==> src/rtl/stream_mux_pkg.sv <==
// Shared definitions for the round-robin stream multiplexer: channel-count limits,
// channel index type, lock FSM states and the round-robin distance helper.
package stream_mux_pkg;

    localparam int unsigned NChMin = 2;
    localparam int unsigned NChMax = 16;

    typedef logic [3:0] ch_idx_t;

    typedef enum logic {StArb, StLocked} lock_state_e;

    // Position of channel ch in the search order starting at p, modulo n.
    function automatic int unsigned rr_dist(input int unsigned ch, input int unsigned p,
                                            input int unsigned n);
        int unsigned d;
        d = ch + n - p;
        return (d >= n) ? d - n : d;
    endfunction

endpackage

==> src/rtl/rr_arbiter.sv <==
// Combinational round-robin arbiter: first requester at or after ptr wins, or only
// lock_ch when lock_en is set.
module rr_arbiter
    import stream_mux_pkg::*;
#(
    parameter int unsigned N_CH = 4
) (
    input  logic [N_CH-1:0] req,
    input  ch_idx_t         ptr,
    input  logic            lock_en,
    input  ch_idx_t         lock_ch,
    output logic [N_CH-1:0] gnt,
    output ch_idx_t         gnt_idx,
    output logic            gnt_valid
);

    always_comb begin
        gnt       = '0;
        gnt_idx   = '0;
        gnt_valid = 1'b0;
        for (int unsigned i = 0; i < N_CH; i++) begin
            for (int unsigned j = 0; j < N_CH; j++) begin
                if (!gnt_valid && req[j] && (rr_dist(j, 32'(ptr), N_CH) == i) &&
                    (!lock_en || (ch_idx_t'(j) == lock_ch))) begin
                    gnt[j]    = 1'b1;
                    gnt_idx   = ch_idx_t'(j);
                    gnt_valid = 1'b1;
                end
            end
        end
    end

endmodule

==> src/rtl/stream_rr_mux.sv <==
// N-channel valid/ready stream mux with round-robin arbitration and a registered output.
// Define STREAM_RR_MUX_LOCK_EN to hold the grant on one channel until its in_last beat.
module stream_rr_mux
    import stream_mux_pkg::*;
#(
    parameter int unsigned N_CH  = 4,
    parameter int unsigned W     = 8,
    parameter int unsigned SEL_W = $clog2(N_CH)
) (
    input  logic              clk,
    input  logic              rst_n,
    input  logic [N_CH-1:0]   in_valid,
    input  logic [N_CH*W-1:0] in_data,
    input  logic [N_CH-1:0]   in_last,
    output logic [N_CH-1:0]   in_ready,
    output logic              out_valid,
    output logic [W-1:0]      out_data,
    output logic              out_last,
    output logic [SEL_W-1:0]  out_sel,
    input  logic              out_ready
);

    if (N_CH < NChMin || N_CH > NChMax) begin : g_bad_n_ch
        $error("stream_rr_mux: N_CH out of range");
    end

    logic              valid_q, valid_d;
    logic [W-1:0]      data_q, data_d;
    logic              last_q, last_d;
    logic [SEL_W-1:0]  sel_q, sel_d;
    ch_idx_t           ptr_q, ptr_d;

    logic [N_CH-1:0]   gnt;
    ch_idx_t           gnt_idx;
    logic              gnt_valid;
    logic              lock_en;
    ch_idx_t           lock_ch;
    logic              load;
    logic              xfer;
    logic [W-1:0]      mux_data;
    logic              mux_last;

    assign load = ~valid_q | out_ready;
    assign xfer = load & gnt_valid;
    // Held low during reset so no producer sees its beat accepted.
    assign in_ready = (load && rst_n) ? gnt : '0;

    rr_arbiter #(
        .N_CH (N_CH)
    ) u_arb (
        .req       (in_valid),
        .ptr       (ptr_q),
        .lock_en   (lock_en),
        .lock_ch   (lock_ch),
        .gnt       (gnt),
        .gnt_idx   (gnt_idx),
        .gnt_valid (gnt_valid)
    );

    always_comb begin
        mux_data = '0;
        mux_last = 1'b0;
        for (int unsigned i = 0; i < N_CH; i++) begin
            if (gnt[i]) begin
                mux_data = in_data[i*W +: W];
                mux_last = in_last[i];
            end
        end
    end

    always_comb begin
        valid_d = valid_q;
        data_d  = data_q;
        last_d  = last_q;
        sel_d   = sel_q;
        ptr_d   = ptr_q;
        if (load) begin
            valid_d = xfer;
            if (xfer) begin
                data_d = mux_data;
                last_d = mux_last;
                sel_d  = gnt_idx[SEL_W-1:0];
                ptr_d  = (gnt_idx == ch_idx_t'(N_CH - 1)) ? '0 : gnt_idx + ch_idx_t'(1);
            end
        end
    end

    always_ff @(posedge clk or negedge rst_n) begin
        if (!rst_n) begin
            valid_q <= 1'b0;
            data_q  <= '0;
            last_q  <= 1'b0;
            sel_q   <= '0;
            ptr_q   <= '0;
        end else begin
            valid_q <= valid_d;
            data_q  <= data_d;
            last_q  <= last_d;
            sel_q   <= sel_d;
            ptr_q   <= ptr_d;
        end
    end

`ifdef STREAM_RR_MUX_LOCK_EN
    lock_state_e state_q, state_d;
    ch_idx_t     lock_ch_q, lock_ch_d;

    always_comb begin
        state_d   = state_q;
        lock_ch_d = lock_ch_q;
        unique case (state_q)
            StArb: begin
                if (xfer && !mux_last) begin
                    state_d   = StLocked;
                    lock_ch_d = gnt_idx;
                end
            end
            StLocked: begin
                if (xfer && mux_last) begin
                    state_d = StArb;
                end
            end
            default: state_d = StArb;
        endcase
    end

    always_ff @(posedge clk or negedge rst_n) begin
        if (!rst_n) begin
            state_q   <= StArb;
            lock_ch_q <= '0;
        end else begin
            state_q   <= state_d;
            lock_ch_q <= lock_ch_d;
        end
    end

    assign lock_en = (state_q == StLocked);
    assign lock_ch = lock_ch_q;
`else
    assign lock_en = 1'b0;
    assign lock_ch = '0;
`endif

    assign out_valid = valid_q;
    assign out_data  = data_q;
    assign out_last  = last_q;
    assign out_sel   = sel_q;

endmodule

==> config.mk <==
export PLATFORM = sky130hd
export DESIGN_NAME = stream_rr_mux
export DESIGN_NICKNAME = d
export VERILOG_FILES = /design/src/rtl/stream_mux_pkg.sv /design/src/rtl/rr_arbiter.sv /design/src/rtl/stream_rr_mux.sv
export SDC_FILE = /design/constraint.sdc
export NUM_CORES = 1
export LEC_CHECK = 0
export ABC_AREA = 1
export CAP_MARGIN = 25
export CORE_MARGIN = 5
export CORE_UTILIZATION = 45
export DETAILED_ROUTE_END_ITERATION = 10
export HOLD_SLACK_MARGIN = 0.03
export PLACE_DENSITY = 0.81
export SKIP_LAST_GASP = 1
export SLEW_MARGIN = 20
export SYNTH_ARGS = -nofsm -noshare
export SYNTH_HDL_FRONTEND = slang
export SYNTH_SLANG_ARGS = --single-unit
==> constraint.sdc <==
create_clock -name clk -period 3.5 [get_ports clk]
set_input_delay 0.35 -clock clk [delete_from_list [all_inputs] [get_ports clk]]
set_output_delay 0.35 -clock clk [all_outputs]
set_load 0.01 [all_outputs]
==> run metrics, run 1 <==
outcome finished, final reports clean; r2r setup slk 0.49 ns; Critical Path RT between 3 and 4 ns; Antenna diodes 0; antenna-violating nets left 0; Final period util about nine tenths; most common cell in the netlist nand2_1; Post-DP HPWL approximately 3600 microns; htree depth 1; die extent in x between 60 and 70 microns; final hold violations 0; DRC viols 0; reg2reg path depth 20; fraction of layout cells with a size suffix above 1 between 10% and 20%; die area ~0.0048 sq mm; top_reg_cell synth dfrtp_1; hold crit path type primary input to asynchronous set/reset pin; critical path launch point type flip-flop; placed insts 363; yosys warns 0; area leader, netlist nand2_1; PortBufs slightly below 60; Inserted Clock Buffers 3; Pins Over Slew Limit 0; clock skew around 0.0017 ns; Area Growth Syn to Fin 47.5%; clock buffer depth 2; TritonCTS clock tree done; Iter 0 DRT Violations approximately 140; Leakage between 1 and 1.5 nW; post-place setup slack about 0.08 ns; total gr overflow 0; fraction of registers with async set/reset 100%; Final nets roughly 380; drt pass-1 iters 4; #FFs+latches synth 14; Post-CTS Hold Buffers 0; Hold Worst Slack 0.383 ns; Post-Syn Instances 252; clock-pin slew on the worst setup and hold paths around 0.080 ns; Synth Cell Area between 0.0015 and 0.002 sq mm; GRT Resource Usage Total 18.1%; vias post-DR around 1,800; final worst slack around 0.29 ns; Root Driver clkbuf_4; WL final approximately 4300 microns; post-synth top area share 23.1%; Top Ports 59; CTS sink cnt 14; DR vias/cell approximately 4.8; non-filler instance count after layout between 300 and 400; Rows 21; Fmax between 300 and 400 MHz; WL/cell approximately 12 microns; worst-skew pair later-pin latency 0.27 ns; number of synthesized flops with an enable pin 0; # setup viols final 0; antenna violations before repair 0; post-synth cell types 28; Post-DP Area 0.00225 sq mm; register area share after synthesis approximately 22%; min cycle time layout ~3.2 ns; VDD IR-drop max about 0.00033 V; first-pass GRT wire length 7410 microns; reg-to-reg endpoint ptr_q[1]; largest net degree at the start of global routing 23; Die Y roughly 69 microns; design area 0.00232 sq mm; Worst Path Arrival around 2.9 ns; Area contributors post-synth nand2_1 (23%), dfrtp_1 (22%), inv_1 (9.3%); Commonest cells post-synth nand2_1 (97), inv_1 (39), nor2_1 (21); power per cell area just under 800 mW/mm^2; core area between 0.003 and 0.004 sq mm; Initial Utilization 46.8%; critical path type flip-flop to output pin; crit path max fanout 5; routability cong. between 0.8 and 0.9; vias in the first global route around 1,600; Syn Area/Cell about 6.3 sq um; Worst R2R Start ptr_q[0]; MaxCap Viol Count 0; CP endpoint kind output pin
## flip-flops by register name, summed over array words and instances, names as in the netlist
name       flops
out_data       8
out_last       1
out_sel        2
out_valid      1
ptr_q          2
## cell families after synthesis
group	synth area share, %
AND/OR/NAND/NOR	54.3
flip-flops	22.2
other	0.238
AO/OA/AOI/OAI	5.56
buffers and inverters	12.1
adder cells (fa/ha/maj)	5.56
## power by group
part	internal [mW]	leakage [nW]	switching [mW]	total (mW)
logic	0.590	1.06	0.809	1.40
clock network	0.0632	0.0210	0.0493	0.113
registers	0.246	0.167	0.0415	0.287
total	0.899	1.25	0.900	1.80
## per-layer routing
metal	GRT usage (%)	up-vias	share of wire [%]
met2	30.5	55	49
li1	-	926	-
met5	0	-	0
met4	4.77	0	1.0
met3	1.02	5	4.6
met1	24.9	795	45
## repair_timing
item,in CTS,in global routing
setup buffers,2,4
resized for setup,4,8
pin swaps,1,4
endpoints found under the setup margin,4,4
## worst max-delay path, stage by stage, from the launching register on
cell,delay (ns)
dfrtp_2,0.37
inv_2,0.06
nand2_2,0.10
ha_1,0.20
inv_1,0.05
ha_1,0.26
inv_1,0.03
nand2_1,0.06
nor2_1,0.05
nand4_2,0.13
nand4_4,0.12
nor2_2,0.13
nand4_1,0.10
nor2_2,0.18
nand4_2,0.12
nor2_4,0.13
nand4_2,0.14
nand2_4,0.12
inv_6,0.03
nor2_1,0.07
clkbuf_2,0.15
## stage by stage
step           power, mW  utilization, %  TNS (ns)
2_1_floorplan       1.21               -         0
3_3_place_gp        1.59            66.9         0
3_5_place_dp        1.62            66.9         0
4_1_cts             1.76            68.3         0
5_1_grt             1.99            69.1   -0.0388
6_report            1.80            69.1         0
## cell type report
cell class	instances	area [sq um]
Tap cell	46	57.6
Fill cell	316	1040
Timing Repair Buffer	68	643
Inverter	44	178
Multi-Input combinational cell	197	1060
Sequential cell	14	352
Clock buffer	4	36.3
## how the worst max path moves through the flow
stage                     cells after the start  startpoint          end  slack [ns]
after floorplan                              19    ptr_q[1]  in_ready[3]        0.65
after global placement                       20    ptr_q[0]  in_ready[3]        0.17
after detailed placement                     20    ptr_q[0]  in_ready[3]        0.08
after CTS                                    18    ptr_q[0]  in_ready[0]        0.11
after global routing                         20    ptr_q[0]  in_ready[3]       -0.04
final                                        20    ptr_q[0]  in_ready[3]        0.29
## placed cells by master, fill, tap and decap left out, drive strengths merged
cell,n
nand3b,1
clkinv,1
inv,43
nand3,17
dlymetal6s2s,1
clkbuf,7
nand2,107
ha,7
dfrtp,14
nor2,28
a211oi,1
conb,6
nand4,12
a21oi,12
buf,10
o21ai,4
nor3,2
clkdlybuf4s50,54
(Power assumes the default switching activity.)
==> run 2, diff against run 1 <==
--- a/config.mk
+++ b/config.mk
@@ -8,10 +8,10 @@
 export ABC_AREA = 1
 export CAP_MARGIN = 25
 export CORE_MARGIN = 5
-export CORE_UTILIZATION = 45
+export CORE_UTILIZATION = 48
 export DETAILED_ROUTE_END_ITERATION = 10
 export HOLD_SLACK_MARGIN = 0.03
-export PLACE_DENSITY = 0.81
+export PLACE_DENSITY = 0.86
 export SKIP_LAST_GASP = 1
 export SLEW_MARGIN = 20
 export SYNTH_ARGS = -nofsm -noshare
==> constraint.sdc (replaced) <==
create_clock -name clk -period 3.9 [get_ports clk]
set_input_delay 0.39 -clock clk [delete_from_list [all_inputs] [get_ports clk]]
set_output_delay 0.39 -clock clk [all_outputs]
set_load 0.01 [all_outputs]
==> run metrics, run 2 (synthesized netlist as in run 1, its figures left out) <==
DR vias/cell 4.84 (+1.3%); Tot Pwr 1.60 mW (-11%); delay-heaviest family, CP simple AND/OR/NAND/NOR gates; Rows 20 (-4.8%); worst-skew pair later-pin latency 0.27 ns (about the same); core area 0.00310 sq mm (-7.7%); Post-DP HPWL 3560 microns (-1.8%); TritonCTS clock tree done; GRT Resource Usage Total 19.3% (+1.2 points); drt pass-1 iters 5 (+1); first-pass GRT wire length 6890 microns (-7.1%); antenna-violating nets left 0 (unchanged); CP max-delay cell clkdlybuf4s50_1; MaxCap Viol Count 0 (unchanged); Top Ports 59 (unchanged); Pins Over Slew Limit 0 (unchanged); power per cell area 691 mW/mm^2 (-11%); htree depth 1 (unchanged); reg-to-reg endpoint ptr_q[1]; CP endpoint kind output pin; PortBufs 58 (unchanged); Worst R2R Start ptr_q[1]; final core occ 74.4% (+5.4 points); Initial Utilization 50.8% (+3.9 points); antenna violations before repair 0 (unchanged); clock-pin slew on the worst setup and hold paths 0.07 ns (about the same); RSZ-0062 raised after global routing yes; most frequent cells in the layout nand2_1 (97), clkdlybuf4s50_1 (58), inv_1 (39), nor2_1 (21); design area 0.00231 sq mm (-0.59%); Inserted Clock Buffers 3 (unchanged); die area 0.00453 sq mm (-5.4%); Worst Path Arrival 3.37 ns (+0.51 ns); CTS sink cnt 14 (unchanged); vias in the first global route 1,569 (-4.4%); CP Cell Sequence inv_2 > nand2_2 > ha_1 > inv_1 > ha_1 > inv_1 > nand2_1 > nor2_1 > nand4_2 > nand4_4 > nor2_2 > nand4_1 > nor2_2 > nand4_2 > nor2_4 > nand4_2 > nand2_4 > inv_6 > nor2_1 > clkdlybuf4s50_1; total gr overflow 0 (unchanged); crit path max fanout 10 (+5); clock buffer depth 2 (unchanged); Worst Path Buf+Inv 5 (unchanged); DRC viols 0 (unchanged); min cycle time layout approximately 3.8 ns; outcome finished, final reports clean; Die Y 67.3 microns (-2.7%); Iter 0 DRT Violations 177 (+31%); Final nets 377 (-0.26%); Antenna diodes 0 (unchanged); # setup viols final 0 (unchanged); hold crit path type primary input to asynchronous set/reset pin; critical path type flip-flop to output pin; Largest register FFs 8 (unchanged); Root Driver clkbuf_4; r2r setup slk 0.90 ns (+0.41 ns); fraction of layout cells with a size suffix above 1 16.6% (-1.4 points); final hold violations 0 (unchanged); non-filler instance count after layout 369 (-1.1%); die extent in x 67.3 microns (-2.7%); routability cong. 0.898 (+0.38%); WL final 4340 microns (+0.37%); Leakage 1.22 nW (-2.5%); critical path launch point type flip-flop; vias post-DR 1,785 (+0.22%); VDD IR-drop max 0.000324 V (-1.1%); WL/cell 11.7 microns (+1.5%); critical path's largest stage delay 0.54 ns (+0.17 ns); commonest non-fill, non-tap cell in the layout nand2_1; Fmax around 270 MHz; largest net degree at the start of global routing 23 (unchanged); placed insts 358 (-1.4%); Area Growth Syn to Fin 46.6%; Critical Path RT 3.51 ns (+0.36 ns); clock skew 0.00302 ns (+0.00134 ns); Final period util 96.3%; CP most frequent cell nand4_2; Post-DP Area 0.00222 sq mm (-1.1%); reg2reg path depth 20 (unchanged)
==> run 2: through the flow <==
| step | setup TNS, ns | setup WS, ns | hold WS (ns) |
|---|---|---|---|
| floorplan | 0 | 1.01 | 0.0944 |
| global placement | 0 | 0.411 | 0.463 |
| detailed placement | 0 | 0.309 | 0.465 |
| CTS | 0 | 0.00538 | 0.433 |
| global route | -0.0913 | -0.0840 | 0.449 |
| finish | 0 | 0.142 | 0.427 |
==> run 2: timing repair <==
| item | CTS | global route |
|---|---|---|
| hold buffers | 0 | 0 |
| endpoints found under the hold margin | 0 | 0 |
| buffers inserted | 0 | 8 |
| setup endpoints to repair | 0 | 3 |
| gates resized for setup | 0 | 2 |
==> run 2: area by class of cell <==
class	count	area, sq um
Inverter	44	178
Clock buffer	3	22.5
Multi-Input combinational cell	197	1050
Sequential cell	14	353
Timing Repair Buffer	67	648
Tap cell	44	55.1
Fill cell	271	793
==> run 2: worst max-delay path by stage <==
stage                     slack, ns  cells after the start     endpoint      from
after CTS                     0.005                     20  in_ready[3]  ptr_q[0]
after global placement         0.41                     20  in_ready[3]  ptr_q[1]
after global routing          -0.08                     20  in_ready[3]  ptr_q[1]
final                          0.14                     20  in_ready[3]  ptr_q[1]
after detailed placement       0.31                     20  in_ready[3]  ptr_q[0]
after floorplan                1.01                     19  in_ready[3]  ptr_q[1]
==> run 2: power by group <==
group          switching (mW)  internal (mW)  leakage (nW)
Combinational           0.727          0.527          1.04
Clock                  0.0399         0.0357        0.0138
Sequential             0.0438          0.222         0.166
==> run 2: metal layers <==
metal	routed length (microns)	up-vias	track usage [%]
met2	2140	49	32.6
met1	1900	801	26.0
met3	220	6	1.33
met5	0	-	0
li1	-	929	-
met4	80	0	6.08
==> run 2: worst reg2reg max path: stages (launching register included) <==
cell	delay (ns)
dfrtp_2	0.43
inv_2	0.07
nand2_2	0.10
ha_1	0.19
inv_1	0.05
ha_1	0.26
inv_1	0.03
nand2_1	0.06
nor2_1	0.05
nand4_2	0.13
nand4_4	0.12
nor2_2	0.12
nand4_1	0.10
nor2_2	0.15
nand4_2	0.12
nor2_4	0.13
nand4_1	0.11
nand2_2	0.32
inv_1	0.17
nand2_1	0.09
o21ai_0	0.08
==> run 3, diff against run 2 <==
--- a/config.mk
+++ b/config.mk
@@ -7,11 +7,14 @@
 export LEC_CHECK = 0
 export ABC_AREA = 1
 export CAP_MARGIN = 25
+export CELL_PAD_IN_SITES_DETAIL_PLACEMENT = 1
+export CELL_PAD_IN_SITES_GLOBAL_PLACEMENT = 1
 export CORE_MARGIN = 5
-export CORE_UTILIZATION = 48
+export CORE_UTILIZATION = 32
 export DETAILED_ROUTE_END_ITERATION = 10
 export HOLD_SLACK_MARGIN = 0.03
-export PLACE_DENSITY = 0.86
+export PLACE_DENSITY_LB_ADDON = 0.1
+export REMOVE_ABC_BUFFERS = 1
 export SKIP_LAST_GASP = 1
 export SLEW_MARGIN = 20
 export SYNTH_ARGS = -nofsm -noshare
==> run metrics, run 3 (synthesized netlist as in run 1, its figures left out) <==
outcome finished, final reports clean; Inserted Clock Buffers 3 (unchanged); Post-CTS Hold Buffers 0 (unchanged); Final period util 93.6% (-2.7 points); crit path to in_ready[2]; Worst R2R Start ptr_q[1]; Rows 25 (+25%); P_sw 0.838 mW (+3.4%); die area 0.00643 sq mm (+42%); DRC viols 0 (unchanged); CP endpoint kind output pin; clock-pin slew on the worst setup and hold paths 0.06 ns (about the same); GRT Resource Usage Total 15.5% (-3.8 points); clock power share 8.6% (+3.9 points); r2r setup slk 0.84 ns (-0.06 ns); min cycle time layout 3.65 ns (-0.107 ns); power per cell area 702 mW/mm^2 (+1.7%); Leakage 1.25 nW (+2.7%); commonest non-fill, non-tap cell in the layout nand2_1; hold crit path type primary input to asynchronous set/reset pin; PortBufs 58 (unchanged); total gr overflow 0 (unchanged); RSZ-0062 raised after global routing no; fraction of layout cells with a size suffix above 1 16.1% (-0.52 points); TritonCTS clock tree done; vias in the first global route 1,744 (+11%); DR vias/cell 4.52 (-6.5%); Critical Path RT 3.51 ns (about the same); sum of negative setup slack 0 ns (unchanged); Iter 0 DRT Violations 66 (-63%); antenna violations before repair 0 (unchanged); clock skew 0.00114 ns (-0.00188 ns); Post-DP Area 0.00225 sq mm (+1.3%); delay-heaviest family, CP simple AND/OR/NAND/NOR gates; htree depth 1 (unchanged); die extent in x 80.2 microns (+19%); routability cong. 0.958 (+6.8%); crit path max fanout 6 (-4); Post-DP HPWL 4160 microns (+17%); Antenna diodes 0 (unchanged); critical path's largest stage delay 0.57 ns (+0.03 ns); critical path type flip-flop to output pin; final hold violations 0 (unchanged); sequential power share 16.3% (-0.3 points); Pins Over Slew Limit 0 (unchanged); reg2reg path depth 20 (unchanged); design area 0.00235 sq mm (+1.9%); first-pass GRT wire length 7940 microns (+15%); largest net degree at the start of global routing 23 (unchanged); WL/cell 12.6 microns (+7.5%); Die Y 80.2 microns (+19%); CP max-delay cell clkdlybuf4s50_1; Top Ports 59 (unchanged); WL final 4920 microns (+14%); MaxCap Viol Count 0 (unchanged); count of filler cells inserted in the layout 656 (+140%); most frequent cells in the layout nand2_1 (97), clkdlybuf4s50_1 (56), inv_1 (39), nor2_1 (21); Worst Path Buf+Inv 4 (-1); Crit path depth 18 (-10%); Worst Path Arrival 3.26 ns (-0.11 ns); worst-skew pair later-pin latency 0.25 ns (-0.02 ns); CP Cell Sequence inv_2 > nand2_2 > ha_1 > inv_1 > ha_1 > inv_1 > nand2_1 > nor2_1 > nand4_2 > nand4_4 > nor2_2 > nand4_1 > nor2_2 > nand4_2 > nor2_4 > nand3b_2 > a21oi_1 > clkdlybuf4s50_1; vias post-DR 1,764 (-1.2%); drt pass-1 iters 4 (-1); Pint 0.815 mW (+3.8%); antenna-violating nets left 0 (unchanged); Final nets 374 (-0.80%); switch share 50.7% (-0.11 points); clock buffer depth 2 (unchanged); VDD IR-drop max 0.000223 V (-31%); Initial Utilization 33.1% (-18 points); CTS sink cnt 14 (unchanged); Gate power share 75.1% (-3.5 points); critical path launch point type flip-flop; Root Driver clkbuf_8; Crit. Startpoint ptr_q[1]; Fmax 274 MHz (+2.9%); # setup viols final 0 (unchanged); core area 0.00475 sq mm (+53%); Largest register FFs 8 (unchanged); reg-to-reg endpoint ptr_q[1]; Area Growth Syn to Fin 49.4%
==> run 3: changes by cell type in the layout (fill, tap and decap cells not counted), sizes merged <==
cell	delta
dlymetal6s2s	+2
clkdlybuf4s50	-2
buf	-3
clkbuf	+1
==> run 3: routing by layer <==
layer | GRT usage (%) | wire (microns) | vias up
met4 | 3.04 | 50 | 0
met1 | 21.5 | 2390 | 802
met5 | 0 | 0 | -
met2 | 25.5 | 2250 | 43
li1 | - | - | 915
met3 | 2.24 | 238 | 4
==> run 3: power groups by stage <==
| stage | logic [mW] | clock network (mW) | registers, mW |
|---|---|---|---|
| 6_report | 1.24 | 0.142 | 0.270 |
| 5_1_grt | 1.40 | 0.150 | 0.282 |
| 4_1_cts | 1.20 | 0.144 | 0.276 |
| 3_5_place_dp | 1.19 | 0 | 0.276 |
| 3_3_place_gp | 1.17 | 0 | 0.271 |
| 2_1_floorplan | 0.776 | 0 | 0.298 |
==> run 3: how the worst min path moves through the flow <==
stage	startpoint	to	slack, ns	depth (start not counted)
floorplan	rst_n	out_data[0]	0.09	0
global placement	out_sel[1]	out_sel[1]	0.46	2
detailed placement	out_last	out_last	0.46	2
CTS	rst_n	out_last	0.46	2
global route	rst_n	ptr_q[0]	0.48	2
finish	rst_n	ptr_q[0]	0.45	2
==> run 3: layout make-up <==
class | count | area, sq um | area share [%]
timing repair buffer | 64 | 631 | 26.8
inverter | 44 | 178 | 7.55
tap | 67 | 83.8 | 3.56
clock buffer | 4 | 55.1 | 2.34
multi-input combinational | 197 | 1050 | 44.8
sequential | 14 | 353 | 15.0
==> run 3: timing repair <==
| action | CTS | global route |
|---|---|---|
| hold endpoints to repair | 0 | 0 |
| pin swaps | 0 | 3 |
| setup endpoints to repair | 1 | 2 |
| resized for setup | 2 | 2 |
| setup buffers | 0 | 5 |
==> run 3: metrics by stage <==
| stage | util, % | setup WS, ns | std cells | power (mW) | hold slack, ns |
|---|---|---|---|---|---|
| 2_1_floorplan | - | 1.01 | 255 | 1.07 | 0.0944 |
| 3_3_place_gp | 47.4 | 0.350 | 381 | 1.44 | 0.461 |
| 3_5_place_dp | 47.4 | 0.241 | 381 | 1.47 | 0.465 |
| 4_1_cts | 48.6 | 0.0388 | 385 | 1.62 | 0.460 |
| 5_1_grt | 49.5 | 0.0139 | 390 | 1.83 | 0.484 |
| 6_report | 49.5 | 0.249 | 390 | 1.65 | 0.453 |
==> run 3: worst reg2reg max path, delay by kind of cell, from the launching register on <==
family / cells / cell delay [ns]
AOI/OAI and AO/OA: 1 / 0.08
adders and majority gates: 2 / 0.45
buffers and inverters: 4 / 0.32
DFF: 1 / 0.43
and+or+nand+nor: 13 / 1.66
